`src/rtl/audio_pkg.sv`:
```
// ============================================================================
// Module      : audio_pkg
// Description : Shared audio sample types, transmitter FSM states and the
//               wire-format helper.
//               Optional macro: I2S_TX_OFFSET_BINARY_EN (offset-binary inputs).
// Revision    : 1.0 - initial release
// ============================================================================
`default_nettype none

package audio_pkg;

    localparam int SAMPLE_W = 16;

    typedef logic signed [SAMPLE_W-1:0] sample_t;

    typedef struct packed {
        sample_t l;
        sample_t r;
    } stereo_t;

    typedef enum logic [0:0] {
        ST_IDLE = 1'b0,
        ST_RUN  = 1'b1
    } tx_state_t;

    // Converts a producer sample into the two's complement form sent on the wire.
    function automatic sample_t to_wire(input sample_t s);
`ifdef I2S_TX_OFFSET_BINARY_EN
        return sample_t'({~s[SAMPLE_W-1], s[SAMPLE_W-2:0]});
`else
        return s;
`endif
    endfunction

endpackage

`default_nettype wire

```
`src/rtl/i2s_clk_gen.sv`:
```
// ============================================================================
// Module      : i2s_clk_gen
// Description : BCLK divider and LRCLK generation; emits the BCLK fall strobe
//               and the frame bit index k.
// Revision    : 1.0 - initial release
// ============================================================================
`default_nettype none

module i2s_clk_gen #(
    parameter int CLK_DIV  = 4,
    parameter int SAMPLE_W = 16,
    parameter int K_W      = $clog2(2 * SAMPLE_W)
) (
    input  logic           clk,
    input  logic           rst_active_high,
    output logic           bclk,
    output logic           lrclk,
    output logic           fall,
    output logic [K_W-1:0] k
);

    localparam int             DIV_W    = (CLK_DIV > 1) ? $clog2(CLK_DIV) : 1;
    localparam logic [DIV_W-1:0] DIV_LAST = DIV_W'(CLK_DIV - 1);
    localparam logic [K_W-1:0] K_LAST   = K_W'(2 * SAMPLE_W - 1);
    localparam logic [K_W-1:0] K_RIGHT  = K_W'(SAMPLE_W);
    localparam logic [K_W-1:0] K_ONE    = K_W'(1);

    logic [DIV_W-1:0] r_div;
    logic             w_wrap;

    assign w_wrap = (r_div == DIV_LAST);
    assign fall   = w_wrap & bclk;

    always_ff @(posedge clk or posedge rst_active_high) begin
        if (rst_active_high) begin
            r_div <= '0;
            bclk  <= 1'b0;
            lrclk <= 1'b1;
            k     <= '0;
        end else begin
            r_div <= w_wrap ? '0 : r_div + DIV_W'(1);
            if (w_wrap) begin
                bclk <= ~bclk;
            end
            // Word select flips one BCLK ahead of the MSB of each slot.
            if (fall) begin
                lrclk <= (k >= K_RIGHT);
                k     <= (k == K_LAST) ? '0 : k + K_ONE;
            end
        end
    end

endmodule

`default_nettype wire

```
`src/rtl/i2s_sample_tx.sv`:
```
// ============================================================================
// Module      : i2s_sample_tx
// Description : Stereo sample to Philips I2S serializer with one-entry holding
//               buffer and sticky underrun flag.
//               Optional macro: I2S_TX_OFFSET_BINARY_EN (offset-binary inputs).
// Revision    : 1.0 - initial release
// ============================================================================
`default_nettype none

module i2s_sample_tx
    import audio_pkg::*;
#(
    parameter int CLK_DIV  = 4,
    parameter int SAMPLE_W = audio_pkg::SAMPLE_W
) (
    input  logic                clk,
    input  logic                rst_active_high,
    input  logic [SAMPLE_W-1:0] sample_l,
    input  logic [SAMPLE_W-1:0] sample_r,
    input  logic                sample_valid,
    output logic                sample_ready,
    input  logic                clear_underrun,
    output logic                underrun,
    output logic                i2s_bclk,
    output logic                i2s_lrclk,
    output logic                i2s_sdata
);

    localparam int             K_W    = $clog2(2 * SAMPLE_W);
    localparam logic [K_W-1:0] K_LOAD = K_W'(1);
    localparam logic [K_W-1:0] K_LAST = K_W'(2 * SAMPLE_W - 1);

    logic                  w_fall;
    logic [K_W-1:0]        w_k;
    logic                  w_load;
    logic                  w_accept;
    logic                  w_tx_en;
    logic [K_W-1:0]        w_bit_idx;
    logic [K_W-1:0]        w_bit_pos;
    logic [2*SAMPLE_W-1:0] w_src;

    stereo_t   r_hold;
    stereo_t   r_frame;
    logic      r_hold_full;
    tx_state_t r_state;
    tx_state_t w_state_next;

    i2s_clk_gen #(
        .CLK_DIV  (CLK_DIV),
        .SAMPLE_W (SAMPLE_W),
        .K_W      (K_W)
    ) u_clk_gen (
        .clk             (clk),
        .rst_active_high (rst_active_high),
        .bclk            (i2s_bclk),
        .lrclk           (i2s_lrclk),
        .fall            (w_fall),
        .k               (w_k)
    );

    assign sample_ready = ~r_hold_full;
    assign w_accept     = sample_valid & ~r_hold_full;
    assign w_load       = w_fall && (w_k == K_LOAD);

    // Bit k-1 of the frame goes out at fall k, so k=0 still carries the previous R LSB.
    assign w_bit_idx = (w_k == '0) ? K_LAST : w_k - K_LOAD;
    assign w_bit_pos = K_LAST - w_bit_idx;
    assign w_src     = (w_load && r_hold_full) ? r_hold : r_frame;

    always_ff @(posedge clk or posedge rst_active_high) begin
        if (rst_active_high) begin
            r_state <= ST_IDLE;
        end else begin
            r_state <= w_state_next;
        end
    end

    always_comb begin
        w_state_next = r_state;
        w_tx_en      = 1'b0;
        case (r_state)
            ST_IDLE: begin
                if (w_accept) begin
                    w_state_next = ST_RUN;
                end
            end
            ST_RUN: begin
                w_tx_en = 1'b1;
            end
            default: begin
                w_state_next = ST_IDLE;
            end
        endcase
    end

    always_ff @(posedge clk or posedge rst_active_high) begin
        if (rst_active_high) begin
            r_hold      <= '0;
            r_hold_full <= 1'b0;
            r_frame     <= '0;
            i2s_sdata   <= 1'b0;
            underrun    <= 1'b0;
        end else begin
            // Accept and load are exclusive: accept needs empty, load-from-hold needs full.
            if (w_accept) begin
                r_hold      <= '{l: to_wire(sample_l), r: to_wire(sample_r)};
                r_hold_full <= 1'b1;
            end else if (w_load && r_hold_full) begin
                r_hold_full <= 1'b0;
            end

            if (w_load && r_hold_full) begin
                r_frame <= r_hold;
            end

            if (w_load && w_tx_en && !r_hold_full) begin
                underrun <= 1'b1;
            end else if (clear_underrun) begin
                underrun <= 1'b0;
            end

            if (w_fall) begin
                i2s_sdata <= w_tx_en & w_src[w_bit_pos];
            end
        end
    end

endmodule

`default_nettype wire
```
`config.mk`:
```
export PLATFORM = sky130hd
export DESIGN_NAME = i2s_sample_tx
export DESIGN_NICKNAME = d
export VERILOG_FILES = /design/src/rtl/audio_pkg.sv /design/src/rtl/i2s_clk_gen.sv /design/src/rtl/i2s_sample_tx.sv
export SDC_FILE = /design/constraint.sdc
export NUM_CORES = 1
export LEC_CHECK = 0
export BUFFER_PORTS_ARGS = -buffer_cell sky130_fd_sc_hd__buf_2
export CORE_MARGIN = 2
export CORE_UTILIZATION = 30
export DETAILED_ROUTE_END_ITERATION = 6
export GPL_TIMING_DRIVEN = 0
export PLACE_DENSITY_LB_ADDON = 0.08
export SETUP_SLACK_MARGIN = 0.4
export SLEW_MARGIN = 10
export SYNTH_ARGS = -nofsm -noshare
export SYNTH_HDL_FRONTEND = slang
export SYNTH_SLANG_ARGS = --single-unit
```
`constraint.sdc`:
```
create_clock -name clk -period 3.2 [get_ports clk]
set_clock_uncertainty 0.1 [all_clocks]
set_input_delay 0.48 -clock clk [delete_from_list [all_inputs] [get_ports clk]]
set_output_delay 0.48 -clock clk [all_outputs]
set_load 0.05 [all_outputs]
```
### Yosys cells after proc, flatten, opt, wreduce, memory -nomap -nowiden

Index checks and enable logic that the tools add are counted.
Widths: inputs -> output; s select.

* bits of input ports: 36
* flip-flop bits (word level): 77

* $add $sub $neg: 4
* reduce and logical (&&, ||, !) cells: 8
* magnitude comparators: 2
* mux-type cells: 13
* bitwise logic cells: 5
* equality and inequality tests: 3

Operators with widths (count)
* $mux 32: 1
* $mux 5: 2
* $mux 1: 8
* $lt 5x6->1 const B: 1
* $add 5x1->5 const B: 1
* $bmux 1 s5: 1
* $eq 5x1->1 const B: 1
* $eq 5x5->1 const B: 1
* $ge 5x5->1 const B: 1
* $logic_not 5->1: 1
* $sub 5x1->5 const B: 1
* $sub 5x5->5 const A: 1
* $logic_and 1x1->1: 4
* $reduce_bool 2->1: 2
* $and 1x1->1: 3
* $add 2x1->2 const B: 1
* $eq 2x2->1 const B: 1
* $mux 2: 1
* $not 1->1: 2
* $logic_not 1->1: 1

### Longest topological paths before layout

Gate-level depths: netlist of the first run.

* depth in word-level cells: 8
* mapped depth: 12
* gate-level depth less buffers: 9

### Hierarchy

A second synthesis of the first run with hierarchy kept.

* cell total of the unflattened synthesis: 331
* area, all modules: 3686.0 um^2

Modules (own cells, without submodules)
* i2s_sample_tx: area an instance 3270.6 um^2, times used 1, seq. area each 1701.6 um^2, cells each 295
* i2s_clk_gen: area an instance 415.4 um^2, times used 1, seq. area each 226.5 um^2, cells each 36

### Worst setup path before layout of the first run

Ideal clock, no wire load.

* path type: register -> register
* start: reg u_clk_gen.k[0]
* end: reg i2s_sdata
* arrival time: 2918 ps
* setup slack: 60 ps
* setup time: 122 ps
* clock period less this slack: 3140 ps
* required time: 2978 ps
* stages on the path, launching flop included: 12
* cell sequence: dfrtp_1 clkbuf_1 inv_1 ha_1 or4b_2 clkbuf_1 clkbuf_1 nand2_1 mux2_4 a2111oi_4 a21oi_1 a32o_1

* word-level cells in the longest chain between the ends: 7
* elaborated cells on any way between the ends: 11

Ends and longest elaborated chain
* start: declaration: line i2s_clk_gen.sv:19 `output logic [K_W-1:0] k`
* start signal: assignment: line i2s_clk_gen.sv:48 `k <= (k == K_LAST) ? '0 : k + K_ONE;`
* branches (longest 4 deep; another with $sub 5x1->5)
* $bmux 1 s5 (*): line i2s_sample_tx.sv:123 `i2s_sdata <= w_tx_en & w_src[w_bit_pos];`
* $mux 1 (implied by the code) (*): line i2s_sample_tx.sv:123
* $and 1x1->1 (*): line i2s_sample_tx.sv:123
* end signal: assignment: line i2s_sample_tx.sv:123
* end: declaration: line i2s_sample_tx.sv:26 `output logic i2s_sdata`

Mark *: on every way between the ends. The select of a mux whose other input is x is not followed.
A chain may end at the register's enable or synchronous reset.

### Worst setup path after layout of the first run

Same ends and word-level chain as after synthesis.

==> impl_metrics.toml, run 1 <==
[outcome]
status = "finished clean"

[worst_setup_path]
worstSetupEndpointType = "flip-flop"
worst_ep_arrival_time_ns = 3.11
path_class = "flip-flop to flip-flop"
crit_path_start_kind = "flip-flop"
crit_required_ns = 3.33
cp_max_fo = 7

[clock_network]
htree_levels = 3
path_clk_slew_ns = 0.06
cts-root-buf = "clkbuf_16"
clockBufferDepth = 2
cts-buffers-inserted = 9
cts_tree = "done"
numClockSinks = 77
clock_latency_ns = 0.34
hold_buffers = 0

[grt]
grt_usage = 0.1618
antenna_found_initial = 0
grt_max_degree = 40
grt_pass1_wl_um = 15990
grt_pass1_vias = 2898
globalRouteOverflowTotal = 0

[sta]
tightest_slew_ns = 0.6842
hold_viol = 0
setup_viol = 0
tns_ns = 0
fmax_mhz = 335.3
slew_headroom = 0.5439
finalMaxSlewViolations = 0
worst_slack_ns = 0.2174
fin_crit_sh = 0.9321
rsz0062_at_grt = "yes"
min_period_ns = 2.983

[synth]
synth-warning-count = 0
synth_seq_area_share = 0.5115
postSynth.asyncResetShare = 1.000
synth_most_common_cell = "dfrtp_1"
synth_area_mm2 = 0.003770
synth_area_per_cell_um2 = 11.32
ys_top_cells_by_count = "dfrtp_1 (76), mux2_2 (53), nand2_1 (47)"
ys_ff_latch = 77
synth-edff-count = 0
synth_top_area_cell = "dfrtp_1"
synth_area_leaders = "dfrtp_1 (50%), mux2_2 (16%), nand2_1 (4.7%), a211oi_1 (2.2%), ha_1 (2.0%)"
syn-instance-count = 333
synth_top_flop_cell = "dfrtp_1"
synth_cell_types = 50
synth_nets = 375
yosysTopAreaCellShare = 0.5045

[die]
die_height_um = 116.1
rows = 40
die_x_um = 116.1
coreArea_mm2 = 0.01216
ios = 41
dieArea_mm2 = 0.01348
start_util = 0.3100

[placement]
io_buffers = 40
place.gp.congestion = 0.8065
dp_hpwl_um = 6810
dp_worst_setup_slack_ns = -0.3510

[drt]
final_antenna_net_count = 0
routedWlPerCell_um = 16.87
dr.pass1.iters = 4
post_drt_via_cell_ratio = 4.813
wl_um = 9732
drc_errors = 0
drt_iter0_markers = 133
vias = 2777

[layout]
fillers = 1217
multi_input_area_mm2 = 0.001892
num_antenna_cells = 0
regArea_mm2 = 0.001931
layout-area-overhead-vs-synth_pct = 31.73
nets = 446
final_layout_size_suffix_gt1_frac = 0.4279

[power]
vdd_ir_drop_max_v = 0.0002703
powerDensity_mw_per_mm2 = 479.1
power.leakage_nw = 2.210

[hold_path]
min_path_type = "primary input to asynchronous set/reset pin"

[flow_run]
maxCapViolCount = 0
## per-layer routing
layer | routed length [um] | track usage | up-vias | part of all wire
li1 | - | - | 1336 | -
met1 | 4602 | 0.2188 | 1391 | 0.47
met2 | 4640 | 0.2503 | 39 | 0.48
met3 | 332 | 0.04982 | 11 | 0.034
met4 | 156 | 0.05000 | 0 | 0.016
met5 | 0 | 0 | - | 0
## cell usage in the layout, fill, tap and decap left out, drive strengths merged, types with 9 or more instances in the layout
| cell | n |
|---|---|
| dfrtp | 76 |
| buf | 68 |
| mux2 | 56 |
| nand2 | 47 |
| clkbuf | 24 |
| o21ai | 15 |
| nor2 | 15 |
| inv | 14 |
| a211oi | 11 |
| and3 | 9 |
## layout make-up
class / count / area share
plain buffers: 19 / 0.03830
well taps: 168 / 0.04233
multi-input cells: 224 / 0.3810
clock buffers: 13 / 0.05039
inverters: 13 / 0.01083
flip-flops and latches: 77 / 0.3888
repair buffers: 60 / 0.07962
clock inverters: 3 / 0.008818
## metrics by stage
step	util	hold slack [ns]	instances	instance area (um2)	power (mW)
6_report	0.4083	0.08067	577	4966	2.379
5_1_grt	0.4083	0.1183	577	4966	2.504
4_1_cts	0.4070	0.08743	577	4950	2.432
3_5_place_dp	0.3529	0.3169	542	4292	1.382
3_3_place_gp	0.3510	0.3141	541	4269	1.370
2_1_floorplan	-	0.3031	333	3859	1.295
## power by group
part	switching (mW)	total (mW)	internal, mW
logic	0.0901	0.210	0.120
registers	0.0690	1.15	1.08
clock network	0.389	1.02	0.627
total	0.548	2.38	1.83
## worst max-delay path: stages (launching register included)
cell and delay [ns]:
dfrtp_2 0.44, clkbuf_16 0.16, inv_4 0.07, ha_4 0.15, or4b_4 0.47, clkbuf_16 0.19
nand2_4 0.07, buf_6 0.11, mux2i_1 0.18, mux2i_1 0.16, a2111oi_4 0.40, a2111oi_2 0.11
a32o_1 0.27
## timing repair
item / 4_1_cts / 5_1_grt
endpoints found under the setup margin: 18 / 9
buffers inserted: 19 / 0
gates resized for setup: 38 / 6
pin swaps: 13 / 1
## flip-flops by register name (all words and copies together) (netlist names)
name,cells
i2s_sdata,1
r_frame,32
underrun,1
r_hold,32
r_hold_full,1
u_clk_gen.lrclk,1
u_clk_gen.k,5
r_state,1
u_clk_gen.r_div,2
u_clk_gen.bclk,1
## path summary, 6_finish.rpt
check                      slack (ns)            endpoint               start  cells after the start
max in group asynchronous        2.33           r_hold[5]     rst_active_high                      3
max reg2reg                      0.22           i2s_sdata      u_clk_gen.k[0]                     12
min                              0.08           r_hold[3]     rst_active_high                      2
max                              0.22           i2s_sdata      u_clk_gen.k[0]                     12
min reg2reg                      0.33  u_clk_gen.r_div[0]  u_clk_gen.r_div[0]                      1
min in group clk                 0.22            underrun      clear_underrun                      2
## kinds of logic after synthesis
logic type / Yosys count / synth area share
and+or+nand+nor: 95 / 0.1195
DFF: 77 / 0.5115
muxes: 61 / 0.1902
AOI/OAI and AO/OA: 59 / 0.1145
buffers and inverters: 32 / 0.03750
adders and majority gates: 6 / 0.01991
xor gates and xnor gates: 3 / 0.006971
(Power assumes the default switching activity.)
==> run 2, diff against run 1 <==
--- a/config.mk
+++ b/config.mk
@@ -11,7 +11,7 @@
 export DETAILED_ROUTE_END_ITERATION = 6
 export GPL_TIMING_DRIVEN = 0
 export PLACE_DENSITY_LB_ADDON = 0.08
-export SETUP_SLACK_MARGIN = 0.4
+export SETUP_SLACK_MARGIN = 0.1
 export SLEW_MARGIN = 10
 export SYNTH_ARGS = -nofsm -noshare
 export SYNTH_HDL_FRONTEND = slang
==> impl_metrics.toml, run 2 (synthesis results as in run 1) <==
[drt]
drt_iter0_markers = 129
vias = 2725
post_drt_via_cell_ratio = 4.806
final_antenna_net_count = 0
wl_um = 9438
drc_errors = 0
routedWlPerCell_um = 16.65
dr.pass1.iters = 4

[hold_path]
min_path_type = "primary input to asynchronous set/reset pin"

[layout]
layout_common_cells = "dfrtp_1 (74), mux2_2 (53), nand2_1 (44)"
final_layout_size_suffix_gt1_frac = 0.4135
final_common_cell = "dfrtp_1"
nets = 436
finalNonFillerCells = 567
layout-area-overhead-vs-synth_pct = 27.78
fillers = 1218
reg.largest.list = "r_frame: 32 flops, r_hold: 32 flops, u_clk_gen.k: 5 flops"
num_antenna_cells = 0

[power]
vdd_ir_drop_max_v = 0.0003007
fin_total_pwr_mw = 2.473
power.leakage_nw = 2.146
powerDensity_mw_per_mm2 = 513.3

[grt]
grt_max_degree = 42
grt_pass1_wl_um = 15020
antenna_found_initial = 0
grt_pass1_vias = 2726
globalRouteOverflowTotal = 0
grt_usage = 0.1521

[sta]
tns_ns = 0
setup_viol = 0
whs_ns = 0.06903
finalMaxSlewViolations = 0
tightest_slew_ns = 0.6647
min_period_ns = 3.097
worst_slack_ns = 0.1028
fmax_mhz = 322.9
hold_viol = 0
fin_crit_sh = 0.9679
slew_headroom = 0.5552
rsz0062_at_grt = "yes"

[worst_setup_path]
crit_slowest_cell = "mux4_2"
r2r_start = "u_clk_gen.k[1]"
path_cells = "inv_2 > ha_1 > or4b_4 > nor2_4 > buf_12 > mux4_2 > a211oi_2 > nor4b_4 > a2111oi_4 > a32o_1"
rr_endpoint = "i2s_sdata"
path_class = "flip-flop to flip-flop"
crit_required_ns = 3.33
cp_top_family = "simple AND/OR/NAND/NOR gates"
worstSetupEndpointType = "flip-flop"
worst_ep_arrival_time_ns = 3.23
max_stage_delay_ns = 0.55
startpoint = "u_clk_gen.k[1]"
crit_path_start_kind = "flip-flop"
cp_max_fo = 6
rrSetupSlack_ns = 0.10
path_buf_inv = 2
r2r_cells = 10

[placement]
dp_hpwl_um = 6562
io_buffers = 40
place.gp.congestion = 0.7699
dp_worst_setup_slack_ns = -0.6985
dp.cells = 542

[outcome]
status = "finished clean"

[die]
coreArea_mm2 = 0.01216
die_height_um = 116.1
rows = 40
ios = 41
dieArea_mm2 = 0.01348
start_util = 0.3100
die_x_um = 116.1

[clock_network]
numClockSinks = 77
cts_tree = "done"
clock_latency_ns = 0.34
cts-root-buf = "clkbuf_16"
path_clk_slew_ns = 0.06
clockBufferDepth = 2
hold_buffers = 0
cts-buffers-inserted = 9
htree_levels = 3

[flow_run]
maxCapViolCount = 0
[run 2: worst max-delay path by stage]
| stage | to | slack, ns | depth (start not counted) |
|---|---|---|---|
| global placement | i2s_sdata | -0.59 | 9 |
| finish | i2s_sdata | 0.10 | 10 |
| global route | i2s_sdata | 0.0003 | 10 |
| detailed placement | i2s_sdata | -0.70 | 9 |
| floorplan | i2s_sdata | 0.11 | 12 |
| CTS | i2s_sdata | 0.10 | 11 |
[run 2: power by group]
part / internal [mW] / switching, mW / total [mW]
registers: 1.08 / 0.0678 / 1.15
logic: 0.119 / 0.0895 / 0.208
clock network: 0.702 / 0.410 / 1.11
[run 2: per-layer routing]
metal | track usage | part of all wire | vias to the layer above
met5 | 0 | 0 | -
met4 | 0.04048 | 0.012 | 0
met3 | 0.04359 | 0.040 | 8
met2 | 0.2480 | 0.49 | 47
met1 | 0.1997 | 0.46 | 1355
li1 | - | - | 1315
[run 2: cell type report]
cell class	instances	area (um2)	share of cell area
Multi-Input combinational cell	224	1858	0.3857
Tap cell	168	210.2	0.04364
Buffer	19	135.1	0.02805
Timing Repair Buffer	50	304.0	0.06312
Sequential cell	77	1931	0.4008
Clock inverter	6	86.33	0.01792
Clock buffer	10	239.0	0.04961
Inverter	13	53.80	0.01117
[run 2: repair_timing]
item                                    4_1_cts  5_1_grt
buffers inserted                              6        3
pin swaps                                     9        3
endpoints found under the setup margin       23        3
hold endpoints to repair                      0        0
resized for setup                            37       11
[run 2: per-stage QoR]
step                cell area, um2    util
global placement              4192  0.3447
CTS                           4758  0.3913
global route                  4817  0.3961
detailed placement            4214  0.3465
floorplan                     3781       -
finish                        4817  0.3961
